File: config.mk
export PLATFORM = sky130hd
export DESIGN_NAME = uart_rx_fsm
export DESIGN_NICKNAME = d
export VERILOG_FILES = /design/src/rtl/uart_rx_fsm.sv
export SDC_FILE = /design/constraint.sdc
export NUM_CORES = 1
export LEC_CHECK = 0
export BUFFER_PORTS_ARGS = -buffer_cell sky130_fd_sc_hd__buf_2
export CAP_MARGIN = 5
export CORE_MARGIN = 5
export CORE_UTILIZATION = 45
export CTS_CLUSTER_DIAMETER = 60
export DETAILED_ROUTE_END_ITERATION = 10
export GPL_ROUTABILITY_DRIVEN = 0
export PLACE_DENSITY = 0.78
export SYNTH_ARGS = -nofsm -noshare
export SYNTH_HDL_FRONTEND = slang
export SYNTH_SLANG_ARGS = --single-unit
export TNS_END_PERCENT = 20
File: constraint.sdc
create_clock -name clk_RX -period 2.21 [get_ports clk_RX]
set_clock_uncertainty 0.2 [all_clocks]
set_input_delay 0.221 -clock clk_RX [delete_from_list [all_inputs] [get_ports clk_RX]]
set_output_delay 0.221 -clock clk_RX [all_outputs]
set_load 0.05 [all_outputs]
File: src/rtl/uart_rx_fsm.sv
// UART receive frame sequencer: tracks start/data/parity/stop bits from the
// external edge/bit counter and strobes the sampler, deserializer and checkers.
module uart_rx_fsm #(
  parameter int DATA_BITS  = 8,
  parameter int PRESCALE_W = 6
) (
  input  logic                  clk_RX,
  input  logic                  rst,
  input  logic                  RX_IN,
  input  logic                  PAR_EN,
  input  logic [PRESCALE_W-1:0] prescale,
  input  logic [PRESCALE_W-1:0] edge_cnt,
  input  logic [3:0]            bit_cnt,
  input  logic                  strt_glitch,
  input  logic                  par_err,
  input  logic                  stp_err,
  output logic                  edge_cnt_enable,
  output logic                  dat_samp_en,
  output logic                  deser_en,
  output logic                  strt_chk_en,
  output logic                  par_chk_en,
  output logic                  stp_chk_en,
  output logic                  data_valid,
  output logic                  par_err_o,
  output logic                  stp_err_o,
  output logic                  busy
);

  typedef enum logic [2:0] {IDLE, START, DATA, PARITY, STOP, DONE} state_t;

  localparam logic [3:0] LAST_BIT = 4'(DATA_BITS);

  state_t                state, nxt;
  logic                  par_en_r, perr_r;
  logic [PRESCALE_W-1:0] p_eff, chk_pt, end_pt;
  logic                  at_chk, at_end, go_done;

  // Anything other than 16 or 32 runs as 8x oversampling.
  always_comb begin
    case (prescale)
      PRESCALE_W'(16): p_eff = PRESCALE_W'(16);
      PRESCALE_W'(32): p_eff = PRESCALE_W'(32);
      default:         p_eff = PRESCALE_W'(8);
    endcase
  end

  assign chk_pt  = (p_eff >> 1) + PRESCALE_W'(1);
  assign end_pt  = p_eff - PRESCALE_W'(1);
  assign at_chk  = (edge_cnt == chk_pt);
  assign at_end  = (edge_cnt == end_pt);
  assign go_done = (state == STOP) && at_chk;
  assign busy    = (state != IDLE);

  always_ff @(posedge clk_RX or negedge rst) begin
    if (!rst) state <= IDLE;
    else      state <= nxt;
  end

  always_comb begin
    nxt             = state;
    edge_cnt_enable = 1'b0;
    dat_samp_en     = 1'b0;
    deser_en        = 1'b0;
    strt_chk_en     = 1'b0;
    par_chk_en      = 1'b0;
    stp_chk_en      = 1'b0;
    case (state)
      IDLE: if (!RX_IN) nxt = START;
      START: begin
        edge_cnt_enable = 1'b1;
        dat_samp_en     = 1'b1;
        strt_chk_en     = at_chk;
        if (at_chk && strt_glitch) nxt = IDLE;
        else if (at_end)           nxt = DATA;
      end
      DATA: begin
        edge_cnt_enable = 1'b1;
        dat_samp_en     = 1'b1;
        deser_en        = at_chk;
        if (at_end && bit_cnt == LAST_BIT) nxt = par_en_r ? PARITY : STOP;
      end
      PARITY: begin
        edge_cnt_enable = 1'b1;
        dat_samp_en     = 1'b1;
        par_chk_en      = at_chk;
        if (at_end) nxt = STOP;
      end
      STOP: begin
        edge_cnt_enable = 1'b1;
        dat_samp_en     = 1'b1;
        stp_chk_en      = at_chk;
        // Leave at mid stop-bit so a back-to-back start edge is seen from DONE.
        if (at_chk) nxt = DONE;
      end
      DONE:    nxt = RX_IN ? IDLE : START;
      default: nxt = IDLE;
    endcase
  end

  // Result flags are registered on the STOP->DONE transition, so they are
  // high exactly during the DONE cycle.
  always_ff @(posedge clk_RX or negedge rst) begin
    if (!rst) begin
      par_en_r   <= 1'b0;
      perr_r     <= 1'b0;
      data_valid <= 1'b0;
      par_err_o  <= 1'b0;
      stp_err_o  <= 1'b0;
    end else begin
      data_valid <= go_done && !perr_r && !stp_err;
      par_err_o  <= go_done && perr_r;
      stp_err_o  <= go_done && stp_err;
      if ((state == IDLE || state == DONE) && !RX_IN) par_en_r <= PAR_EN;
      if (state == DONE)   perr_r <= 1'b0;
      else if (par_chk_en) perr_r <= par_err;
    end
  end

endmodule
# [Word level (Yosys, flattened, before mapping)]
# Index checks and enable logic that the tools add are counted.
[word_totals] ff_bits=8 out_inout_bits=10 word_cells=57
[op_classes] add_sub_neg=2 n_eq_ne=15 mux=17 n_reduce_logical=17
[ops] cell="3-bit two-way mux" count=7
[ops] cell="3-bit one-hot mux with 6 select lines" count=1
[ops] cell="6-bit equality test" count=2
[ops] cell="6-bit one-hot mux with 2 select lines" count=1
[ops] cell="1-bit logical AND" count=8
[ops] cell="1-bit two-way mux" count=8
[ops] cell="2-bit inequality test, second input constant" count=4
[ops] cell="5-bit by 1-bit adder with 6-bit output, second input constant" count=1
[ops] cell="3-bit by 2-bit equality test with 1-bit output, second input constant" count=2
[ops] cell="3-bit equality test, second input constant" count=2
[ops] cell="6-bit by 5-bit equality test with 1-bit output, second input constant" count=1
[ops] cell="6-bit equality test, second input constant" count=1
[ops] cell="6-bit by 1-bit subtractor with 6-bit output, second input constant" count=1
[ops] cell="5-bit AND reduction" count=1
[ops] cell="4-bit equality test, second input constant" count=1
[ops] cell="4-bit OR reduction" count=1
[ops] cell="3-bit by 1-bit equality test with 1-bit output, second input constant" count=1
[ops] cell="1-bit logical NOT" count=3
[ops] cell="3-bit logical NOT" count=1
[ops] cell="3-bit inequality test, second input constant" count=1
[ops] cell="3-bit nonzero test" count=1
[ops] cell="2-bit nonzero test" count=1
[ops] cell="1-bit logical OR" count=1

# [Logic depth before layout (Yosys ltp)]
[logic_depth] ltp_word=7 depth_mapped=7

# [Worst setup path before layout]
# Ideal clock, no wire load.
[synth_path] path_type="input-to-output" from="in prescale[1]" to="out deser_en" t_arrival_ps=2628 path_slack_ps=-839 stages=5 n_path_buf=0 path_cell_list="or4_4 -> or3_1 -> and2_4 -> o21bai_4 -> nor3_1"
[synth_via] elab_chain_len=5
[synth_rtl] item="start, declared" line="11" source="input logic [PRESCALE_W-1:0] prescale,"
[synth_rtl] item="6-bit equality test / 6-bit by 5-bit equality test with 1-bit output (equally long branches)" line="40" source="case (prescale)"
[synth_rtl] item="6-bit one-hot mux with 2 select lines *" line="40"
[synth_rtl] item="5-bit by 1-bit adder with 6-bit output *" line="47" source="assign chk_pt = (p_eff >> 1) + PRESCALE_W'(1);"
[synth_rtl] item="6-bit equality test *" line="49" source="assign at_chk = (edge_cnt == chk_pt);"
[synth_rtl] item="1-bit two-way mux *" line="67" source="case (state)"
[synth_rtl] item="end, declared" line="19" source="output logic deser_en,"
# Mark *: on every way between the ends. The rest lies on a longest branch, timed or not.

# [Worst setup path after layout]
[layout_path] from="in prescale[2]" to="out stp_chk_en"
[layout_via] elab_chain_len=5
[layout_rtl] item="6-bit equality test / 6-bit by 5-bit equality test with 1-bit output (equally long branches)" line="40"
[layout_rtl] item="6-bit one-hot mux with 2 select lines *" line="40"
[layout_rtl] item="5-bit by 1-bit adder with 6-bit output *" line="47"
[layout_rtl] item="6-bit equality test *" line="49"
[layout_rtl] item="1-bit two-way mux *" line="67"
[layout_rtl] item="end, declared" line="22" source="output logic stp_chk_en,"
# Marked as above.

==> impl_metrics.json <==
{
  "status": "complete, but fails checks",
  "failed_checks": "negative setup slack",
  "synth-edff-count": 0,
  "maxSlewHeadroom_pct": 59.2,
  "power_switching_w": 0.0000879,
  "finalWorstSetupSlack_ns": -0.157,
  "vias": 820,
  "post_synth_instance_area_sq_um": 712,
  "flop_and_latch_count_out_of_synthesis": 8,
  "max_freq_ghz": 0.422,
  "detail_route.vias_per_cell": 5.54,
  "final_core_util_pct": 74.9,
  "postSynth.topFlopCell": "dfrtp_1",
  "async_flop_share_pct": 100,
  "fp.dieArea_sq_mm": 0.00248,
  "insertedDiodeCount": 0,
  "crit_arrival_ns": 1.95,
  "fin_crit_ns": 2.37,
  "placementRows": 14,
  "average_wire_per_cell_in_the_routed_design_um": 13.1,
  "setup_repair_after_global_routing_missed_its_margin": "true",
  "cts_made_buffers": 3,
  "finalWirelength_um": 1930,
  "clk_transition_reported_paths_ns": 0.05,
  "grt_max_degree": 10,
  "hpwl_um": 1610,
  "drtAntennaViolNets": 0,
  "top_level_ports": 33,
  "clock_power_share_pct": 31.3,
  "tightestPinTransition_ns": 0.610,
  "ff2ff_setup_slack_ns": 0.19,
  "sw_frac_of_total_pct": 25.4,
  "yosys_warnings": 0,
  "nFillCells": 113,
  "worst_r2r_endpoint": "state[2]",
  "critical_path.startpoint_type": "input port",
  "holdCritStartpoint": "PAR_EN",
  "via_count_of_the_first_global_routing_pass": 796,
  "ff2ff_path_depth": 6,
  "cts_tree": "done",
  "mappedNetlistNets": 102,
  "criticalPathCategory": "input port to output pin",
  "post_synthesis_cell_count": 79,
  "mostFrequentLayoutCell": "buf_2",
  "tns_ns": -0.472,
  "initial_utilization_pct": 47.3,
  "dp_slack_ns": -0.310,
  "worst_hold_path_type": "input port to flop",
  "grt_pass1_wl_um": 3380,
  "drt-initial-drc-count": 13,
  "hold_slack_ns": 0.0142,
  "setup-violations-final": 4,
  "post-synth-top-area-fraction_pct": 28.1,
  "drive_above_1_share_pct": 54.5,
  "port_buffers": 32,
  "ctsLongestPathBuffers": 2,
  "cts.htree.levels": 1,
  "min_to": "par_en_r",
  "synth_area_leader_cell": "dfrtp_1",
  "core_area_sq_mm": 0.00151,
  "layout_common_cells": "27 x buf_2, 19 x buf_4, 8 x dfrtp_1",
  "num-nets-final": 157,
  "ys_seq_area_share_pct": 28.1,
  "total_global_routing_track_utilization_pct": 17.0,
  "final-hold-violation-count": 0,
  "total_power_divided_by_cell_area_mw_per_mm2": 306,
  "sequentialPowerShare_pct": 43.8,
  "die_height_um": 49.8,
  "firstDrtPassIters": 4,
  "min_period_over_period_pct": 107,
  "area_growth_pct": 58.5,
  "critPathCaptureType": "output pin",
  "clkLatencyLatePin_ns": 0.25,
  "floorplan_die_width_um": 49.8,
  "critical_path.max_fanout": 4,
  "worst-endpoint-required_ns": 1.79,
  "aggregate_global_routing_overflow": 0,
  "cts_root_buffer": "clkbuf_4",
  "maxCapViolations": 0,
  "pwr-share-comb_pct": 25.0,
  "irDropWorstVdd_mv": 0.146,
  "total_power_w": 0.000346,
  "timing.hold.worst_path_depth": 2,
  "cts.sink_count": 8,
  "leakagePower_nw": 0.507,
  "drc": 0,
  "synthTopCellsByArea": "dfrtp_1 28%, a2111oi_4 3.9%, xnor2_1 3.7%",
  "mapped_avg_cell_area_sq_um": 9.01,
  "internal_power_w": 0.000258,
  "final_max_slew_viol_count": 0,
  "netlist-cell-type-count": 40,
  "rr_startpoint": "state[0]",
  "initial_antenna_violation_count": 0
}
area by class of cell:
| cell class | count | area, sq um | area share, % |
|---|---|---|---|
| multi-input combinational | 61 | 494 | 43.8 |
| tap | 16 | 20.0 | 1.77 |
| timing repair buffer | 54 | 369 | 32.7 |
| inverter | 6 | 22.5 | 2.00 |
| clock buffer | 3 | 22.5 | 2.00 |
| sequential | 8 | 200 | 17.7 |
stage by stage:
| stage | area [sq um] | instances |
|---|---|---|
| after floorplan | 728 | 79 |
| after global placement | 1030 | 142 |
| after detailed placement | 1030 | 142 |
| after CTS | 1120 | 148 |
| after global routing | 1130 | 148 |
| final | 1130 | 148 |
power by group through the flow:
stage / Sequential [W] / Clock [W] / Combinational, W
after global placement: 0.000154 / 0 / 0.0000783
after CTS: 0.000151 / 0.000110 / 0.0000864
after detailed placement: 0.000154 / 0 / 0.0000812
after global routing: 0.000151 / 0.000121 / 0.0000942
final: 0.000151 / 0.000108 / 0.0000863
after floorplan: 0.000153 / 0 / 0.0000340
kinds of logic (layout without fill, tap and decap cells):
logic type / Yosys count / count (layout) / share of synthesized area, %
xor+xnor: 4 / 4 / 4.92
simple gates: 31 / 31 / 28.1
mux: 1 / 1 / 1.41
flops: 8 / 8 / 28.1
compound gates: 25 / 25 / 31.3
buf+inv: 10 / 63 / 6.15
state kept, by name, summed over array words and instances, names as in the netlist:
| name | cells |
|---|---|
| stp_err_o | 1 |
| perr_r | 1 |
| par_err_o | 1 |
| par_en_r | 1 |
| data_valid | 1 |
| state | 3 |
critical path: stages:
cell and delay, ns:
buf_6 0.09, or4_4 0.54, or3_4 0.34, and2_4 0.16, o21bai_4 0.20, buf_6 0.16
nor2_4 0.08, buf_8 0.15
cells in the mapped netlist (all sizes together), types with 2 or more instances:
| library cell | instances |
|---|---|
| nand3 | 2 |
| a21oi | 5 |
| a2111oi | 2 |
| inv | 6 |
| nand2 | 5 |
| nand3b | 3 |
| and3 | 2 |
| o21ai | 4 |
| a211oi | 3 |
| nor3b | 2 |
| xnor2 | 3 |
| a31o | 2 |
| buf | 3 |
| dfrtp | 8 |
| nor3 | 3 |
| nor2 | 4 |
| nor4 | 4 |
| a31oi | 2 |
worst max path at each step:
stage | cells after the start | endpoint | slack [ns] | from
after detailed placement | 8 | stp_chk_en | -0.31 | prescale[1]
after CTS | 8 | stp_chk_en | -0.20 | prescale[2]
after floorplan | 6 | perr_r | -0.30 | prescale[1]
after global placement | 8 | stp_chk_en | -0.29 | prescale[1]
after global routing | 8 | stp_chk_en | -0.23 | prescale[2]
final | 8 | stp_chk_en | -0.16 | prescale[2]
per-layer routing:
layer  part of all wire, %  track usage (%)  routed length (um)
met3                   6.6             2.71                 128
met4                   1.7             7.86                  33
met2                    54             29.7                1040
met1                    38             19.8                 729
met5                     0                0                   0
what timing repair did:
item / CTS / global route
setup endpoints to repair: 4 / 6
endpoints found under the hold margin: 9 / 0
setup buffers: 1 / 0
resized for setup: 12 / 1
pin swaps: 6 / 1
hold buffers: 2 / 0
Note: power is estimated with default switching activity, not from simulation.
